--- config.mk ---
export PLATFORM = sky130hd
export DESIGN_NAME = core_multicycle
export DESIGN_NICKNAME = d
export VERILOG_FILES = /design/src/rtl/core_multicycle_pkg.sv /design/src/rtl/core_multicycle_alu.sv /design/src/rtl/core_multicycle.sv
export SDC_FILE = /design/constraint.sdc
export NUM_CORES = 2
export LEC_CHECK = 0
export BUFFER_PORTS_ARGS = -buffer_cell sky130_fd_sc_hd__buf_2
export CORE_ASPECT_RATIO = 1.1
export CORE_MARGIN = 3
export CORE_UTILIZATION = 45
export DETAILED_ROUTE_END_ITERATION = 7
export PLACE_DENSITY = 0.62
export SYNTH_ARGS = -nofsm -noshare
export SYNTH_HDL_FRONTEND = slang
export SYNTH_SLANG_ARGS = --single-unit
export TNS_END_PERCENT = 20
--- constraint.sdc ---
create_clock -name clk -period 12 [get_ports clk]
set_input_delay 2.4 -clock clk [delete_from_list [all_inputs] [get_ports clk]]
set_output_delay 2.4 -clock clk [all_outputs]
set_load 0.05 [all_outputs]
--- src/rtl/core_multicycle_pkg.sv ---
// Shared encodings for the multi-cycle RV32I core: opcode classes, funct3 codes,
// FSM states and ALU operations.
package core_multicycle_pkg;

   localparam logic [6:0] CLASS_OP_IMM = 7'b0010011;
   localparam logic [6:0] CLASS_OP     = 7'b0110011;
   localparam logic [6:0] CLASS_LUI    = 7'b0110111;
   localparam logic [6:0] CLASS_AUIPC  = 7'b0010111;
   localparam logic [6:0] CLASS_JAL    = 7'b1101111;
   localparam logic [6:0] CLASS_JALR   = 7'b1100111;
   localparam logic [6:0] CLASS_BRANCH = 7'b1100011;
   localparam logic [6:0] CLASS_LOAD   = 7'b0000011;
   localparam logic [6:0] CLASS_STORE  = 7'b0100011;

   localparam logic [2:0] F3_ADD  = 3'b000;
   localparam logic [2:0] F3_SLL  = 3'b001;
   localparam logic [2:0] F3_SLT  = 3'b010;
   localparam logic [2:0] F3_SLTU = 3'b011;
   localparam logic [2:0] F3_XOR  = 3'b100;
   localparam logic [2:0] F3_SR   = 3'b101;
   localparam logic [2:0] F3_OR   = 3'b110;
   localparam logic [2:0] F3_AND  = 3'b111;

   localparam logic [2:0] F3_BEQ  = 3'b000;
   localparam logic [2:0] F3_BNE  = 3'b001;
   localparam logic [2:0] F3_BLT  = 3'b100;
   localparam logic [2:0] F3_BGE  = 3'b101;
   localparam logic [2:0] F3_BLTU = 3'b110;
   localparam logic [2:0] F3_BGEU = 3'b111;

   localparam logic [2:0] F3_B  = 3'b000;
   localparam logic [2:0] F3_H  = 3'b001;
   localparam logic [2:0] F3_W  = 3'b010;
   localparam logic [2:0] F3_BU = 3'b100;
   localparam logic [2:0] F3_HU = 3'b101;

   typedef enum logic [1:0] {FETCH, EXEC, MEM, HALT} state_t;

   typedef enum logic [3:0] {
      ALU_ADD, ALU_SUB, ALU_SLL, ALU_SLT, ALU_SLTU,
      ALU_XOR, ALU_SRL, ALU_SRA, ALU_OR, ALU_AND
   } alu_op_t;

   // alt is IR[30]; it selects SUB only when sub_ok (register-register form)
   function automatic alu_op_t alu_op_from_f3(logic [2:0] f3, logic alt, logic sub_ok);
      alu_op_t op;
      case (f3)
         F3_ADD:  op = (alt && sub_ok) ? ALU_SUB : ALU_ADD;
         F3_SLL:  op = ALU_SLL;
         F3_SLT:  op = ALU_SLT;
         F3_SLTU: op = ALU_SLTU;
         F3_XOR:  op = ALU_XOR;
         F3_SR:   op = alt ? ALU_SRA : ALU_SRL;
         F3_OR:   op = ALU_OR;
         default: op = ALU_AND;
      endcase
      return op;
   endfunction

endpackage

--- src/rtl/core_multicycle_alu.sv ---
// Integer ALU for the multi-cycle core; compare flags feed branch resolution.
module core_multicycle_alu
   import core_multicycle_pkg::*;
#(
   parameter int XLEN = 32
) (
   input  alu_op_t           op,
   input  logic [XLEN-1:0]   a,
   input  logic [XLEN-1:0]   b,
   output logic [XLEN-1:0]   result,
   output logic              eq,
   output logic              lt,
   output logic              ltu
);

   assign eq  = (a == b);
   assign lt  = ($signed(a) < $signed(b));
   assign ltu = (a < b);

   always_comb begin
      result = '0;
      case (op)
         ALU_ADD:  result = a + b;
         ALU_SUB:  result = a - b;
         ALU_SLL:  result = a << b[4:0];
         ALU_SLT:  result = {{(XLEN-1){1'b0}}, lt};
         ALU_SLTU: result = {{(XLEN-1){1'b0}}, ltu};
         ALU_XOR:  result = a ^ b;
         ALU_SRL:  result = a >> b[4:0];
         ALU_SRA:  result = $unsigned($signed(a) >>> b[4:0]);
         ALU_OR:   result = a | b;
         ALU_AND:  result = a & b;
         default:  result = '0;
      endcase
   end

endmodule

--- src/rtl/core_multicycle.sv ---
// Multi-cycle RV32I-subset core with req/ack instruction and data ports.
//  state | meaning
//  FETCH | imem_req high, wait for imem_ack, capture IR
//  EXEC  | decode, ALU/jump/branch retire here; loads/stores latch request
//  MEM   | dmem_req high with latched fields until dmem_ack
//  HALT  | illegal or misaligned instruction seen; left only by reset
module core_multicycle
   import core_multicycle_pkg::*;
#(
   parameter int              XLEN     = 32,
   parameter logic [XLEN-1:0] RESET_PC = '0
) (
   input  logic            clk,
   input  logic            n_rst,
   output logic            imem_req,
   output logic [XLEN-1:0] imem_addr,
   input  logic            imem_ack,
   input  logic [31:0]     imem_rdata,
   output logic            dmem_req,
   output logic            dmem_we,
   output logic [XLEN-1:0] dmem_addr,
   output logic [3:0]      dmem_wstrb,
   output logic [XLEN-1:0] dmem_wdata,
   input  logic            dmem_ack,
   input  logic [XLEN-1:0] dmem_rdata,
   output logic            halted,
   output logic            retire
);

   if (XLEN != 32) begin : g_xlen_check
      $error("core_multicycle supports XLEN=32 only");
   end

   state_t            state_q, state_d;
   logic [XLEN-1:0]   pc_q, pc_d;
   logic [31:0]       ir_q, ir_d;
   logic              imem_req_q, imem_req_d;
   logic              dmem_req_q, dmem_req_d;
   logic              dmem_we_q, dmem_we_d;
   logic [XLEN-1:0]   dmem_addr_q, dmem_addr_d;
   logic [3:0]        dmem_wstrb_q, dmem_wstrb_d;
   logic [XLEN-1:0]   dmem_wdata_q, dmem_wdata_d;
   logic [1:0]        mem_lane_q, mem_lane_d;
   logic [2:0]        mem_f3_q, mem_f3_d;
   logic              halted_q, halted_d;
   logic              retire_q, retire_d;
   logic [XLEN-1:0]   rf_q [32];

   logic [6:0]        opcode;
   logic [4:0]        rd, rs1, rs2;
   logic [2:0]        f3;
   logic [XLEN-1:0]   imm_i, imm_s, imm_b, imm_u, imm_j;
   logic [XLEN-1:0]   rs1_val, rs2_val;
   logic [XLEN-1:0]   pc_plus4, br_tgt, br_next, jal_tgt, jalr_tgt, ls_addr;
   alu_op_t           alu_op;
   logic [XLEN-1:0]   alu_a, alu_b, alu_res;
   logic              alu_eq, alu_lt, alu_ltu;
   logic              br_taken, br_f3_ok;
   logic              ls_ok, ls_misalign;
   logic [3:0]        st_wstrb;
   logic [XLEN-1:0]   st_wdata, ld_word, ld_val;
   logic              rf_we;
   logic [XLEN-1:0]   rf_wdata;

   assign opcode = ir_q[6:0];
   assign rd     = ir_q[11:7];
   assign f3     = ir_q[14:12];
   assign rs1    = ir_q[19:15];
   assign rs2    = ir_q[24:20];
   assign imm_i  = {{20{ir_q[31]}}, ir_q[31:20]};
   assign imm_s  = {{20{ir_q[31]}}, ir_q[31:25], ir_q[11:7]};
   assign imm_b  = {{19{ir_q[31]}}, ir_q[31], ir_q[7], ir_q[30:25], ir_q[11:8], 1'b0};
   assign imm_u  = {ir_q[31:12], 12'b0};
   assign imm_j  = {{11{ir_q[31]}}, ir_q[31], ir_q[19:12], ir_q[20], ir_q[30:21], 1'b0};

   assign rs1_val = (rs1 == 5'd0) ? '0 : rf_q[rs1];
   assign rs2_val = (rs2 == 5'd0) ? '0 : rf_q[rs2];

   assign pc_plus4 = pc_q + 32'd4;
   assign br_tgt   = pc_q + imm_b;
   assign jal_tgt  = pc_q + imm_j;
   assign jalr_tgt = (rs1_val + imm_i) & ~32'd1;
   assign ls_addr  = rs1_val + ((opcode == CLASS_STORE) ? imm_s : imm_i);
   assign br_next  = br_taken ? br_tgt : pc_plus4;

   always_comb begin
      alu_a  = rs1_val;
      alu_b  = rs2_val;
      alu_op = ALU_ADD;
      case (opcode)
         CLASS_OP_IMM: begin
            alu_b  = imm_i;
            alu_op = alu_op_from_f3(f3, ir_q[30], 1'b0);
         end
         CLASS_OP:     alu_op = alu_op_from_f3(f3, ir_q[30], 1'b1);
         CLASS_LUI: begin
            alu_a = '0;
            alu_b = imm_u;
         end
         CLASS_AUIPC: begin
            alu_a = pc_q;
            alu_b = imm_u;
         end
         default: ;
      endcase
   end

   core_multicycle_alu #(.XLEN(XLEN)) u_alu (
      .op     (alu_op),
      .a      (alu_a),
      .b      (alu_b),
      .result (alu_res),
      .eq     (alu_eq),
      .lt     (alu_lt),
      .ltu    (alu_ltu)
   );

   always_comb begin
      br_taken = 1'b0;
      br_f3_ok = 1'b1;
      case (f3)
         F3_BEQ:  br_taken = alu_eq;
         F3_BNE:  br_taken = !alu_eq;
         F3_BLT:  br_taken = alu_lt;
         F3_BGE:  br_taken = !alu_lt;
         F3_BLTU: br_taken = alu_ltu;
         F3_BGEU: br_taken = !alu_ltu;
         default: br_f3_ok = 1'b0;
      endcase
   end

   // Access legality, store lane enables and replicated store data
   always_comb begin
      ls_ok       = 1'b1;
      ls_misalign = 1'b0;
      case (f3)
         F3_B, F3_BU: ;
         F3_H, F3_HU: ls_misalign = ls_addr[0];
         F3_W:        ls_misalign = |ls_addr[1:0];
         default:     ls_ok = 1'b0;
      endcase
      if (opcode == CLASS_STORE && f3[2]) ls_ok = 1'b0;
      case (f3[1:0])
         2'b00: begin
            st_wstrb = 4'b0001 << ls_addr[1:0];
            st_wdata = {4{rs2_val[7:0]}};
         end
         2'b01: begin
            st_wstrb = 4'b0011 << ls_addr[1:0];
            st_wdata = {2{rs2_val[15:0]}};
         end
         default: begin
            st_wstrb = 4'b1111;
            st_wdata = rs2_val;
         end
      endcase
   end

   assign ld_word = dmem_rdata >> {mem_lane_q, 3'b000};

   always_comb begin
      case (mem_f3_q)
         F3_B:    ld_val = {{(XLEN-8){ld_word[7]}}, ld_word[7:0]};
         F3_H:    ld_val = {{(XLEN-16){ld_word[15]}}, ld_word[15:0]};
         F3_BU:   ld_val = {{(XLEN-8){1'b0}}, ld_word[7:0]};
         F3_HU:   ld_val = {{(XLEN-16){1'b0}}, ld_word[15:0]};
         default: ld_val = ld_word;
      endcase
   end

   always_comb begin
      state_d      = state_q;
      pc_d         = pc_q;
      ir_d         = ir_q;
      dmem_we_d    = dmem_we_q;
      dmem_addr_d  = dmem_addr_q;
      dmem_wstrb_d = dmem_wstrb_q;
      dmem_wdata_d = dmem_wdata_q;
      mem_lane_d   = mem_lane_q;
      mem_f3_d     = mem_f3_q;
      retire_d     = 1'b0;
      rf_we        = 1'b0;
      rf_wdata     = alu_res;
      case (state_q)
         FETCH: begin
            if (imem_req_q && imem_ack) begin
               ir_d    = imem_rdata;
               state_d = EXEC;
            end
         end
         EXEC: begin
            state_d = HALT;
            case (opcode)
               CLASS_OP_IMM, CLASS_OP, CLASS_LUI, CLASS_AUIPC: begin
                  rf_we    = 1'b1;
                  pc_d     = pc_plus4;
                  retire_d = 1'b1;
                  state_d  = FETCH;
               end
               CLASS_JAL, CLASS_JALR: begin
                  if (!((opcode == CLASS_JAL) ? jal_tgt[1] : jalr_tgt[1])) begin
                     rf_we    = 1'b1;
                     rf_wdata = pc_plus4;
                     pc_d     = (opcode == CLASS_JAL) ? jal_tgt : jalr_tgt;
                     retire_d = 1'b1;
                     state_d  = FETCH;
                  end
               end
               CLASS_BRANCH: begin
                  if (br_f3_ok && !br_next[1]) begin
                     pc_d     = br_next;
                     retire_d = 1'b1;
                     state_d  = FETCH;
                  end
               end
               CLASS_LOAD, CLASS_STORE: begin
                  if (ls_ok && !ls_misalign) begin
                     dmem_we_d    = (opcode == CLASS_STORE);
                     dmem_addr_d  = {ls_addr[XLEN-1:2], 2'b00};
                     dmem_wstrb_d = (opcode == CLASS_STORE) ? st_wstrb : 4'b0000;
                     dmem_wdata_d = (opcode == CLASS_STORE) ? st_wdata : '0;
                     mem_lane_d   = ls_addr[1:0];
                     mem_f3_d     = f3;
                     state_d      = MEM;
                  end
               end
               default: ;
            endcase
         end
         MEM: begin
            if (dmem_req_q && dmem_ack) begin
               if (!dmem_we_q) begin
                  rf_we    = 1'b1;
                  rf_wdata = ld_val;
               end
               pc_d     = pc_plus4;
               retire_d = 1'b1;
               state_d  = FETCH;
            end
         end
         default: state_d = HALT;
      endcase
      halted_d   = halted_q | (state_d == HALT);
      imem_req_d = (state_d == FETCH);
      dmem_req_d = (state_d == MEM);
   end

   always_ff @(posedge clk) begin
      if (!n_rst) begin
         state_q      <= FETCH;
         pc_q         <= RESET_PC;
         ir_q         <= '0;
         imem_req_q   <= 1'b0;
         dmem_req_q   <= 1'b0;
         dmem_we_q    <= 1'b0;
         dmem_addr_q  <= '0;
         dmem_wstrb_q <= '0;
         dmem_wdata_q <= '0;
         mem_lane_q   <= '0;
         mem_f3_q     <= '0;
         halted_q     <= 1'b0;
         retire_q     <= 1'b0;
      end else begin
         state_q      <= state_d;
         pc_q         <= pc_d;
         ir_q         <= ir_d;
         imem_req_q   <= imem_req_d;
         dmem_req_q   <= dmem_req_d;
         dmem_we_q    <= dmem_we_d;
         dmem_addr_q  <= dmem_addr_d;
         dmem_wstrb_q <= dmem_wstrb_d;
         dmem_wdata_q <= dmem_wdata_d;
         mem_lane_q   <= mem_lane_d;
         mem_f3_q     <= mem_f3_d;
         halted_q     <= halted_d;
         retire_q     <= retire_d;
      end
   end

   // Writes are suppressed during reset so an aborted instruction leaves no trace
   always_ff @(posedge clk) begin
      if (n_rst && rf_we && rd != 5'd0) rf_q[rd] <= rf_wdata;
   end

   assign imem_req   = imem_req_q;
   assign imem_addr  = pc_q;
   assign dmem_req   = dmem_req_q;
   assign dmem_we    = dmem_we_q;
   assign dmem_addr  = dmem_addr_q;
   assign dmem_wstrb = dmem_wstrb_q;
   assign dmem_wdata = dmem_wdata_q;
   assign halted     = halted_q;
   assign retire     = retire_q;

endmodule

==> results.ini <==
[routing]
drt_iter0_drc=7810
vias=57330
drc_errors=0
routedWlPerCell_um=37.17
routed_wl_mm=307.5
vias_per_cell=6.930
ant_nets=0
firstDrtPassIters=6

[pwr]
power_density_mw_per_mm2=227.8
p_total_mw=18.02
internal_power_mw=10.20
power_leakage_nw=25.92
p_comb_frac=0.452
swShare=0.4336
peakVddDrop_uv=219.6
p_seq_frac=0.325
clkPwrFrac=0.223
p_switching_mw=7.812

[worst_setup_path]
r2r_end=rf_q[12][29]
r2r_cells=19
cp-end-kind=flop
regToRegSetupSlack_ns=3.09
worstSetupEndpoint=rf_q[12][29]
cp_max_fo=37
setup.worst_path.class=flop to flop
critical_path.startpoint_type=flop
crit_arrival_ns=9.32
cp.required_ns=12.41

[timing]
fin_hold_ws_ns=0.4499
finalClockSkew_ns=0.07499
max_freq_mhz=112.2
max_slew.worst_pin.slew_ns=1.523
rsz0062_at_grt=no
min_period_over_period=0.7424
drv_slew=4
setup_viol=0
finalHoldViolCount=0
slew_headroom=-0.02601
period_minus_slack_ns=8.909
fin_setup_tns_ns=0

[final_layout]
syn_to_final_growth_pct=10.76
nets=6329
drive_gt1_frac=0.1800
fillCellCount=13800

[place]
gp_congestion=1.082
numPortBuffers=169
dp_hpwl_mm=206.7

[hold_path]
min_path_type=flop to flop

[clock_network]
clkLatencyLatePin_ns=0.82
cts_tree=done
cts_setup_buffers=0
cts_resized=0
ctsHoldBuffers=0
cts_buffers=121
cts.sinks=1175
htree_levels=3
clk_pin_slew_ns=0.07
clockBufferDepth=3
cts-root-buf=clkbuf_16

[synth]
synth_area_per_cell_sq_um=11.87
ys_types=110
dominantRegCellSynth=edfxtp_1
yosysSeqAreaShare=0.4731
synth_edf_count=1024
ys_ff_latch=1175
netlist_area_sq_mm=0.07139
async_reset_ff_frac=0
synth_cells=6013
ys_warn_count=0

[grt]
first_global_vias=54110
grt_max_degree=119
grt_pass1_wl_mm=424.6
track_usage=0.3678
antenna_found_initial=18
grt_remaining_overflow=0

[status]
violations=capacitance limit, slew limit
status=complete, but fails checks

[floorplan]
dieHeight_um=423.7
io_pins=173
num_rows=152
core-area_sq_mm=0.1569
die_w_um=385.8
die_area_sq_mm=0.1635
start_util=0.4550

[run]
drv_cap=1

power groups by stage:
| stage | clock network, mW | registers [mW] | logic, mW |
|---|---|---|---|
| after floorplan | 0 | 5.89 | 4.61 |
| after global placement | 0 | 5.91 | 7.84 |
| after detailed placement | 0 | 5.92 | 7.86 |
| after CTS | 4.06 | 5.83 | 7.90 |
| after global routing | 4.23 | 5.85 | 8.45 |
| final | 4.02 | 5.85 | 8.15 |
synthesized netlist by cell type (13+ instances only):
cell type  number  area, sq um
edfxtp_1     1024        30750
mux2i_1       629         6296
a21oi_1       486         2432
nand2_1       445         1670
nor2_1        384         1441
mux4_2        345         7770
a22oi_1       270         2027
clkbuf_1      246        923.4
o21ai_0       243         1216
ha_1          181         2265
dfxtp_1       151         3023
inv_1         134        503.0
xnor2_1        88        770.7
buf_2          80        400.4
nand3_1        73        365.4
nor3_1         69        345.3
a21o_1         68        510.5
a211oi_1       67        503.0
o22ai_1        61        381.6
xor2_1         56        490.5
mux2_2         55        619.3
and2_1         48        300.3
buf_1          48        180.2
a31oi_1        46        287.8
o211ai_1       42        315.3
nor2b_1        40        250.2
buf_6          39        439.2
buf_4          37        277.8
o21bai_1       34        255.2
a221oi_1       31        271.5
nor4_1         31        193.9
nand2b_1       29        181.4
nand4_1        28        175.2
a32o_1         26        260.3
and3_1         24        150.1
o21a_1         24        180.2
o221ai_1       23        201.4
o31ai_1        23        172.7
a2111oi_0      17        148.9
a21boi_0       15        112.6
or3_1          15        93.84
a22o_1         13        113.9
or2_2          13        81.33
through the flow:
step,utilization,std cells,area (sq um),worst slack (ns)
global placement,0.4767,8029,74790,2.807
finish,0.5040,8273,79070,3.091
CTS,0.5037,8260,79030,3.236
detailed placement,0.4767,8029,74790,3.284
floorplan,-,6047,71520,5.012
global route,0.5038,8263,79050,2.712
registers in the layout (all words and copies together) (netlist names), named ones only:
name        cells
mem_lane_q      2
mem_f3_q        3
dmem_we         1
halted          1
dmem_req        1
dmem_wdata     32
dmem_wstrb      4
imem_addr      31
ir_q           32
retire          1
state_q         2
imem_req        1
rf_q         1024
dmem_addr      30
layer usage:
layer,vias to the layer above,share of wire,GRT usage
li1,23670,-,-
met1,29020,0.38,0.4832
met2,3835,0.45,0.5611
met3,799,0.10,0.07619
met4,4,0.072,0.2210
met5,-,0.00013,0
final cells by class:
| type | instances | area (sq um) | area share |
|---|---|---|---|
| Timing Repair Buffer | 360 | 2355 | 0.02978 |
| Sequential cell | 1175 | 33800 | 0.4275 |
| Inverter | 143 | 544.3 | 0.006883 |
| Multi-Input combinational cell | 4273 | 35500 | 0.4490 |
| Tap cell | 2079 | 2601 | 0.03290 |
| Clock inverter | 97 | 1162 | 0.01470 |
| Clock buffer | 134 | 3077 | 0.03891 |
| Antenna cell | 12 | 30.03 | 0.0003798 |
worst max-delay path: stages, from the launching register on:
cell	delay [ns]
dfxtp_4	0.80
and2_4	0.69
buf_4	0.65
a22oi_1	0.17
a21oi_1	0.24
nor4_1	0.17
buf_4	0.19
a22oi_1	0.68
inv_1	0.22
ha_1	0.53
nand2_1	0.16
o21ai_0	0.47
a2111oi_2	0.21
nor3_1	0.70
nand2_1	0.14
a211oi_1	0.52
a311oi_1	0.25
xnor2_1	0.18
o22ai_1	0.25
o32a_1	1.05
placed cells by master, fill, tap and decap left out, types with 22 or more instances in the layout:
master	synthesis	final
edfxtp_1	1024	1024
mux2i_1	629	629
a21oi_1	486	483
nand2_1	445	442
nor2_1	384	356
mux4_2	345	345
a22oi_1	270	269
o21ai_0	243	240
buf_4	37	185
ha_1	181	181
buf_2	80	169
dfxtp_1	151	141
inv_1	134	132
clkbuf_16	0	121
xnor2_1	88	88
nand3_1	73	73
a21o_1	68	68
a211oi_1	67	66
nor3_1	69	62
o22ai_1	61	61
xor2_1	56	56
mux2_2	55	55
and2_1	48	47
o211ai_1	42	42
a31oi_1	46	39
nor2b_1	40	36
clkinv_2	0	36
conb_1	1	35
o21bai_1	34	34
a221oi_1	31	29
nand4_1	28	28
nand2b_1	29	27
nor2_4	1	27
nor4_1	31	24
o21a_1	24	24
a32o_1	26	24
and3_1	24	24
clkinv_1	2	23
o31ai_1	23	23
o221ai_1	23	22
how the worst min path moves through the flow:
stage | startpoint | to | slack (ns) | depth (start not counted)
detailed placement | dmem_addr[17] | dmem_addr[17] | 0.44 | 2
finish | dmem_addr[24] | dmem_addr[24] | 0.45 | 2
global route | dmem_addr[26] | dmem_addr[26] | 0.47 | 2
global placement | dmem_addr[18] | dmem_addr[18] | 0.44 | 2
floorplan | ir_q[1] | ir_q[1] | 0.44 | 2
CTS | dmem_addr[24] | dmem_addr[24] | 0.45 | 2
cell families after synthesis:
group                    after synthesis  synth area share
AO/OA/AOI/OAI                       1645            0.1523
AND/OR/NAND/NOR                     1230           0.07706
flip-flops                          1175            0.4731
multiplexers                        1032            0.2066
buffers and inverters                599           0.03989
adder cells (fa/ha/maj)              187           0.03340
XOR/XNOR                             144           0.01767
other                                  1        0.00005253
Note: power is estimated with default switching activity, not from simulation.
